[config.mk]
export PLATFORM = sky130hd
export DESIGN_NAME = water_alarm_controller_flat
export DESIGN_NICKNAME = d
export VERILOG_FILES = /design/src/rtl/water_alarm_controller_if.sv /design/src/rtl/water_alarm_controller.sv /design/src/flat_wrapper.sv
export SDC_FILE = /design/constraint.sdc
export NUM_CORES = 1
export LEC_CHECK = 0
export ABC_AREA = 1
export ABC_CLOCK_PERIOD_IN_PS = 2500
export BUFFER_PORTS_ARGS = -buffer_cell sky130_fd_sc_hd__buf_2
export CORE_ASPECT_RATIO = 0.7
export CORE_MARGIN = 2
export CORE_UTILIZATION = 45
export DETAILED_ROUTE_END_ITERATION = 16
export PLACE_DENSITY_LB_ADDON = 0.1
export SLEW_MARGIN = 20
export SYNTH_ARGS = -nofsm -noshare
export SYNTH_HDL_FRONTEND = slang
export SYNTH_SLANG_ARGS = --single-unit
[constraint.sdc]
create_clock -name clk -period 2.5 [get_ports clk]
set_input_delay 0.375 -clock clk [delete_from_list [all_inputs] [get_ports clk]]
set_output_delay 0.375 -clock clk [all_outputs]
set_load 0.03 [all_outputs]
[src/rtl/water_alarm_controller_if.sv]
// Operator-side signal bundle for water_alarm_controller: fault/alert/ack in, alarm status out.
interface water_alarm_controller_if;
  logic [1:0] water_quality;
  logic       alert;
  logic       ack;
  logic       alarm;
  logic       buzzer;
  logic [1:0] alarm_state;
  logic [1:0] fault_code;
  logic [7:0] event_count;

  modport master (
    output water_quality, alert, ack,
    input  alarm, buzzer, alarm_state, fault_code, event_count
  );

  modport slave (
    input  water_quality, alert, ack,
    output alarm, buzzer, alarm_state, fault_code, event_count
  );
endinterface

[src/rtl/water_alarm_controller.sv]
// Alarm FSM: confirms a sustained alert, latches the fault, pulses the buzzer, waits for ack/clear.
// Optional macro ALARM_AUTO_CLEAR_EN: ALARM also drops to HOLD after CLEAR_CYCLES quiet cycles.
module water_alarm_controller #(
  parameter int unsigned CONFIRM_CYCLES = 4,
  parameter int unsigned CLEAR_CYCLES   = 8,
  parameter int unsigned BUZZ_PERIOD    = 4
) (
  input  logic                     clk,
  input  logic                     reset,
  water_alarm_controller_if.slave  bus
);

  typedef enum logic [1:0] {
    IDLE    = 2'b00,
    PENDING = 2'b01,
    ALARM   = 2'b10,
    HOLD    = 2'b11
  } state_e;

  localparam logic [7:0] CONF_LAST  = 8'(CONFIRM_CYCLES - 1);
  localparam logic [7:0] CLEAR_LAST = 8'(CLEAR_CYCLES - 1);
  localparam logic [7:0] BUZZ_LAST  = 8'(BUZZ_PERIOD - 1);

  state_e     state_q, state_d;
  logic [7:0] confirm_q, confirm_d;
  logic [7:0] clear_q, clear_d;
  logic [7:0] buzz_cnt_q, buzz_cnt_d;
  logic       alarm_q, alarm_d;
  logic       buzzer_q, buzzer_d;
  logic [1:0] fault_q, fault_d;
  logic [7:0] event_q, event_d;
  logic       raise, rearm, go_hold;

  always_comb begin
    state_d    = state_q;
    confirm_d  = confirm_q;
    clear_d    = clear_q;
    buzz_cnt_d = buzz_cnt_q;
    alarm_d    = alarm_q;
    buzzer_d   = buzzer_q;
    fault_d    = fault_q;
    event_d    = event_q;
    raise      = 1'b0;
    rearm      = 1'b0;
    go_hold    = 1'b0;

    unique case (state_q)
      IDLE: begin
        if (bus.alert) begin
          if (CONF_LAST == '0) begin
            raise = 1'b1;
          end else begin
            state_d   = PENDING;
            confirm_d = 8'd1;
          end
        end
      end
      PENDING: begin
        if (!bus.alert) begin
          state_d   = IDLE;
          confirm_d = '0;
        end else if (confirm_q == CONF_LAST) begin
          raise = 1'b1;
        end else begin
          confirm_d = confirm_q + 8'd1;
        end
      end
      ALARM: begin
        if (buzz_cnt_q == BUZZ_LAST) begin
          buzz_cnt_d = '0;
          buzzer_d   = ~buzzer_q;
        end else begin
          buzz_cnt_d = buzz_cnt_q + 8'd1;
        end
`ifdef ALARM_AUTO_CLEAR_EN
        if (bus.alert) begin
          clear_d = '0;
        end else if (clear_q == CLEAR_LAST) begin
          go_hold = 1'b1;
        end else begin
          clear_d = clear_q + 8'd1;
        end
`endif
        if (bus.ack && !bus.alert) begin
          go_hold = 1'b1;
        end
      end
      HOLD: begin
        if (bus.alert) begin
          rearm = 1'b1;
        end else if (clear_q == CLEAR_LAST) begin
          state_d = IDLE;
          clear_d = '0;
          fault_d = '0;
        end else begin
          clear_d = clear_q + 8'd1;
        end
      end
    endcase

    // Entry into ALARM is shared by a fresh confirmation and a re-alert from HOLD;
    // only a fresh confirmation latches the fault and counts an event.
    if (raise || rearm) begin
      state_d    = ALARM;
      alarm_d    = 1'b1;
      buzzer_d   = 1'b1;
      buzz_cnt_d = '0;
      clear_d    = '0;
      confirm_d  = '0;
    end
    if (raise) begin
      fault_d = bus.water_quality;
      if (event_q != 8'hFF) begin
        event_d = event_q + 8'd1;
      end
    end
    if (go_hold) begin
      state_d    = HOLD;
      alarm_d    = 1'b0;
      buzzer_d   = 1'b0;
      buzz_cnt_d = '0;
      clear_d    = '0;
    end
  end

  always_ff @(posedge clk) begin
    if (reset) begin
      state_q    <= IDLE;
      confirm_q  <= '0;
      clear_q    <= '0;
      buzz_cnt_q <= '0;
      alarm_q    <= 1'b0;
      buzzer_q   <= 1'b0;
      fault_q    <= '0;
      event_q    <= '0;
    end else begin
      state_q    <= state_d;
      confirm_q  <= confirm_d;
      clear_q    <= clear_d;
      buzz_cnt_q <= buzz_cnt_d;
      alarm_q    <= alarm_d;
      buzzer_q   <= buzzer_d;
      fault_q    <= fault_d;
      event_q    <= event_d;
    end
  end

  assign bus.alarm       = alarm_q;
  assign bus.buzzer      = buzzer_q;
  assign bus.alarm_state = state_q;
  assign bus.fault_code  = fault_q;
  assign bus.event_count = event_q;

endmodule

[src/flat_wrapper.sv]
// flat-port wrapper written by rule: the top's interface ports become plain ports
module water_alarm_controller_flat 
#(
  parameter int unsigned CONFIRM_CYCLES = 4,
  parameter int unsigned CLEAR_CYCLES   = 8,
  parameter int unsigned BUZZ_PERIOD    = 4
)
  (clk, reset, bus_water_quality, bus_alert, bus_ack, bus_alarm, bus_buzzer, bus_alarm_state, bus_fault_code, bus_event_count);
  water_alarm_controller_if bus_i ();
  input  logic clk;
  input  logic reset;
  input wire logic [$bits(bus_i.water_quality)-1:0] bus_water_quality;
  input wire logic [$bits(bus_i.alert)-1:0] bus_alert;
  input wire logic [$bits(bus_i.ack)-1:0] bus_ack;
  output wire logic [$bits(bus_i.alarm)-1:0] bus_alarm;
  output wire logic [$bits(bus_i.buzzer)-1:0] bus_buzzer;
  output wire logic [$bits(bus_i.alarm_state)-1:0] bus_alarm_state;
  output wire logic [$bits(bus_i.fault_code)-1:0] bus_fault_code;
  output wire logic [$bits(bus_i.event_count)-1:0] bus_event_count;
  assign bus_i.water_quality = bus_water_quality;
  assign bus_i.alert = bus_alert;
  assign bus_i.ack = bus_ack;
  assign bus_alarm = bus_i.alarm;
  assign bus_buzzer = bus_i.buzzer;
  assign bus_alarm_state = bus_i.alarm_state;
  assign bus_fault_code = bus_i.fault_code;
  assign bus_event_count = bus_i.event_count;
  water_alarm_controller #(.CONFIRM_CYCLES(CONFIRM_CYCLES), .CLEAR_CYCLES(CLEAR_CYCLES), .BUZZ_PERIOD(BUZZ_PERIOD)) u_core (.clk(clk), .reset(reset), .bus(bus_i));
endmodule
# ---- Yosys cells after proc, flatten, opt, wreduce, memory -nomap -nowiden
# Cells that the tools add are included.
dict set report word_totals {
  ff_bits 38
  in_bits 6
  wordCells 72
}
dict set report op_classes {
  n_addsub 4
  n_eq_ne 14
  n_mux 25
  bitwise 2
  reduce_logical 19
}
# operator n
set op_table {}
lappend op_table {{8-bit two-way mux} 5}
lappend op_table {{8-bit by 1-bit adder with 8-bit output, second input constant} 4}
lappend op_table {{8-bit by 2-bit == test with 1-bit output, second input constant} 2}
lappend op_table {{2-bit two-way mux} 8}
lappend op_table {{8-bit case mux with 2 select lines} 1}
lappend op_table {{4-bit by 2-bit inequality test with 1-bit output, second input constant} 3}
lappend op_table {{1-bit two-way mux} 10}
lappend op_table {{2-bit nonzero test} 5}
lappend op_table {{8-bit by 3-bit == test with 1-bit output, second input constant} 1}
lappend op_table {{8-bit inequality test, second input constant} 1}
lappend op_table {{2-bit case mux with 3 select lines} 1}
lappend op_table {{2-bit AND reduction} 3}
lappend op_table {{3-bit AND reduction} 2}
lappend op_table {{5-bit AND reduction} 1}
lappend op_table {{5-bit nonzero test} 1}
lappend op_table {{2-bit == test, second input constant} 2}
lappend op_table {{4-bit by 1-bit inequality test with 1-bit output, second input constant} 1}
lappend op_table {{2-bit OR reduction} 2}
lappend op_table {{3-bit inequality test, second input constant} 1}
lappend op_table {{3-bit OR reduction} 1}
lappend op_table {{2-bit by 1-bit == test with 1-bit output, second input constant} 1}
lappend op_table {{2-bit zero test} 1}
lappend op_table {{2-bit by 1-bit inequality test with 1-bit output, second input constant} 1}
lappend op_table {{2-bit inequality test, second input constant} 1}
lappend op_table {{4 further kinds} 5}

# ---- Longest topological paths before layout
dict set report logic_depth {
  ltp_word 7
  depth_mapped 10
  depth_no_buf 10
}

# ---- Worst setup path after synthesis
# No wires, ideal clock.
dict set report synth_timing {
  path_kind {reg-to-reg}
  startpoint {reg u_core.event_q[1], in the netlist u_core.bus.event_count[1]}
  endpoint {reg u_core.event_q[5], in the netlist u_core.bus.event_count[5]}
  setup_ps 70
  t_arrival_ps 1514
  t_required_ps 2430
  path_slack_ps 916
  stages_incl_launch_ff 8
  synth_period_minus_slack_ps 1584
  path_cell_list {dfxtp_1 > ha_1 > inv_1 > nor2_1 > nand2_1 > nand4_1 > nand2_1 > a21oi_1}
}
dict set report synth_via {
  elab_chain_len 2
  elab_cells_between_ends 3
  classes_between {add/sub (1); eq/ne (1); reduce/logical (1)}
}
# element line_no
set synth_lines {}
lappend synth_lines {{from (decl)} water_alarm_controller.sv:31} ;# logic [7:0] event_q, event_d;
lappend synth_lines {{from (signal assigned)} water_alarm_controller.sv:144} ;# event_q <= event_d;
lappend synth_lines {{branches (longest 2 deep; another with 8-bit by 1-bit adder with 8-bit output)} -}
# Several ways; the timed one is not identified.
# A chain may end at the register's enable or synchronous reset.

# ---- Worst setup path in the final report
dict set report layout_timing {
  startpoint {reg u_core.confirm_q[0]}
  endpoint {reg u_core.confirm_q[5]}
}
dict set report layout_via {
  elab_chain_len 6
  elab_cells_between_ends 12
  classes_between {add/sub (1); eq/ne (2); mux (6); reduce/logical (3)}
}
# element line_no
set layout_lines {}
lappend layout_lines {{from (decl)} water_alarm_controller.sv:25} ;# logic [7:0] confirm_q, confirm_d;
lappend layout_lines {{from (signal assigned)} water_alarm_controller.sv:138} ;# confirm_q <= confirm_d;
lappend layout_lines {{branches (longest 6 deep; another with 8-bit by 1-bit adder with 8-bit output)} -}
# Several ways; the timed one is not identified. The select of a mux whose other input is x is not followed.

==> flow_summary.toml <==
[outcome]
status = "completed"

[clocking]
cts_buffers = 5
cts_sinks = 38
insertion_delay_ps = 290
postCtsSetupRepairBufs = 0
clkTransAtPathRegs_ps = 80
root_buffer = "clkbuf_8"
cts_resized = 0
cts_tree = "built"
htreeDepth = 2
cts_buffer_depth = 2
postCtsHoldBufs = 0

[synth]
synth_compound_area_frac = 0.0849
synthFlopType = "dfxtp_1"
synth_top_family_by_area = "simple AND/OR/NAND/NOR gates"
synth-async-reset-ratio = 0
syn_avg_cell_area_um2 = 6.97
synthCells = 298
yosysWarnings = 0
synth_top_cell_by_area = "dfxtp_1"
synth-edff-count = 0
netlist_area_um2 = 2080
yosysSeqAreaShare = 0.366
syn-num-nets = 308
yosys-top-cells-area = "dfxtp_1 (37%), nand2_1 (13%), nor2_1 (6.9%)"
yosys.area_share.adder = 0.0241
synth_seq_cells = 38
synthMuxAreaShare = 0
synth_xor_area_frac = 0.0633
synth-simple-area-share = 0.381
yosys.cell_types.count = 30
netlist.area_leader.share = 0.366

[route]
wl_per_cell_um = 11.5
wl_met1_um = 2410
avgViaCountPerCell = 4.91
dr.first_iter.drc_count = 76
routed_wirelength_um = 4320
drcViolationCount = 0
wl_met2_um = 1730
vias = 1850
ant_nets = 0
drtPass1Iterations = 4
dr_wl_met3_um = 118
highest_layer = "met4"

[critical_path]
worst-path-stages = 8
rrSetupSlack_ps = 850
regToRegEndpoint = "u_core.confirm_q[5]"
crit_required_ps = 2670
r2r_start = "u_core.confirm_q[0]"
endpoint_kind = "flip-flop"
critPathArrivalTime_ps = 1820
crit_path_max_fanout = 7
cpLargestDelayFamily = "simple AND/OR/NAND/NOR gates"
crit_end = "u_core.confirm_q[5]"
path_buf_inv = 2
max_stage_delay_ps = 380
cp_slowest_cell = "dfxtp_1"
crit_chain = "ha_1, inv_1, nor2_1, nand3_4, nand2_2, nor2_1, inv_1, a21oi_1"
crit_type = "reg2reg"
startpoint_type = "flip-flop"
rr_worst_depth = 8
startpoint = "u_core.confirm_q[0]"

[layout]
fin_area_um2 = 2360
drive_gt1_frac = 0.143
final_cell_mix = "nand2_1 (71), nor2_1 (38), dfxtp_1 (38)"
post-route-util = 0.540
finalNonFillerCells = 377
fin_nets = 331
final_common_cell = "nand2_1"
syn2layout_area_growth_pct = 13.8
diodes = 0

[floorplanning]
fp.dieH_um = 60.8
rows = 20
die-area_um2 = 5180
die_x_um = 85.2
io_pins = 20
initial_core_util = 0.474
coreArea_um2 = 4380

[sta]
finalSetupTns_ps = 0
hold_viol = 0
setup_violations = 0
slew_violations = 0
holdWs_ps = 323
slew_headroom = 0.779
tightest_slew_ps = 330
period_share = 0.659
max_freq_mhz = 607
grt_setup_unrepaired = "no"
clock_skew_ps = 6.17
finalCriticalPeriod_ps = 1650

[placement]
numPlacedInstances = 369
port_buffers = 19
gp_congestion = 0.858
hpwl_um = 3220
placedInstanceArea_um2 = 2220

[global_route]
grt_max_degree = 14
grt_use_total = 0.179
grt_first_pass_wirelength_um = 7330
grt_antenna_before_repair = 0
grt_pass1_vias = 1626
grt-ovfl-total = 0

[pwr]
power_density_nw_per_um2 = 584
ir_drop_uv = 356
cellLeakagePower_nw = 0.982

[min_path]
hold_class = "in2reg"

[flow_run]
maxCapViolations = 0
## area by class of cell
class / instances / area [um^2]
Clock buffer: 6 / 82.6
Clock inverter: 2 / 60.1
Fill cell: 463 / 2020
Inverter: 37 / 146
Multi-Input combinational cell: 220 / 1150
Sequential cell: 38 / 761
Tap cell: 55 / 68.8
Timing Repair Buffer: 19 / 95.1
## Yosys cell counts, drive strengths merged (2+ instances only)
master / number
nand2: 76
nand4: 14
nor2: 41
dfxtp: 38
xnor2: 2
inv: 37
ha: 4
nor3: 10
buf: 2
o21ai: 9
nand3: 26
xor2: 13
a21oi: 21
## state kept, by name (all words and copies together), names as in the netlist
name	cells
u_core.bus.buzzer	1
u_core.bus.event_count	8
u_core.bus.fault_code	2
u_core.clear_q	8
u_core.confirm_q	8
u_core.bus.alarm	1
u_core.bus.alarm_state	2
u_core.buzz_cnt_q	8
## worst min-delay path by stage
stage                             startpoint                        to  slack (ps)  cells past startpoint
floorplan               u_core.buzz_cnt_q[1]      u_core.buzz_cnt_q[1]         450                      2
global placement    u_core.bus.fault_code[0]  u_core.bus.fault_code[0]         450                      2
detailed placement  u_core.bus.fault_code[0]  u_core.bus.fault_code[0]         450                      2
CTS                     bus_water_quality[1]  u_core.bus.fault_code[1]         310                      3
global route            bus_water_quality[1]  u_core.bus.fault_code[1]         320                      3
finish                  bus_water_quality[1]  u_core.bus.fault_code[1]         320                      3
## stage by stage
step,power (W),setup WS [ps]
2_1_floorplan,0.000720,916
3_3_place_gp,0.000747,813
3_5_place_dp,0.000747,816
4_1_cts,0.00140,833
5_1_grt,0.00143,664
6_report,0.00138,852
## logic make-up (layout without fill, tap and decap cells)
group	Yosys count	after routing
compound gates	33	33
xor+xnor	15	15
fa+ha+maj	4	4
buf+inv	40	64
flops	38	38
simple gates	168	168
## worst min-delay path: stages
cell	delay, ps
buf_2	100
nand2_1	50
a21oi_1	50
## metal layers
layer / GRT usage / up-vias
met5: 0 / -
met4: 0.0612 / 0
met3: 0.0449 / 6
met2: 0.262 / 20
met1: 0.259 / 806
li1: - / 1018
## report_power, final
part	leakage [nW]	switching [W]	internal (W)
sequential	0.307	0.0000109	0.000613
clock	0.0714	0.000224	0.000426
combinational	0.604	0.0000766	0.0000313
total	0.982	0.000311	0.00107
(Power assumes the default switching activity.)
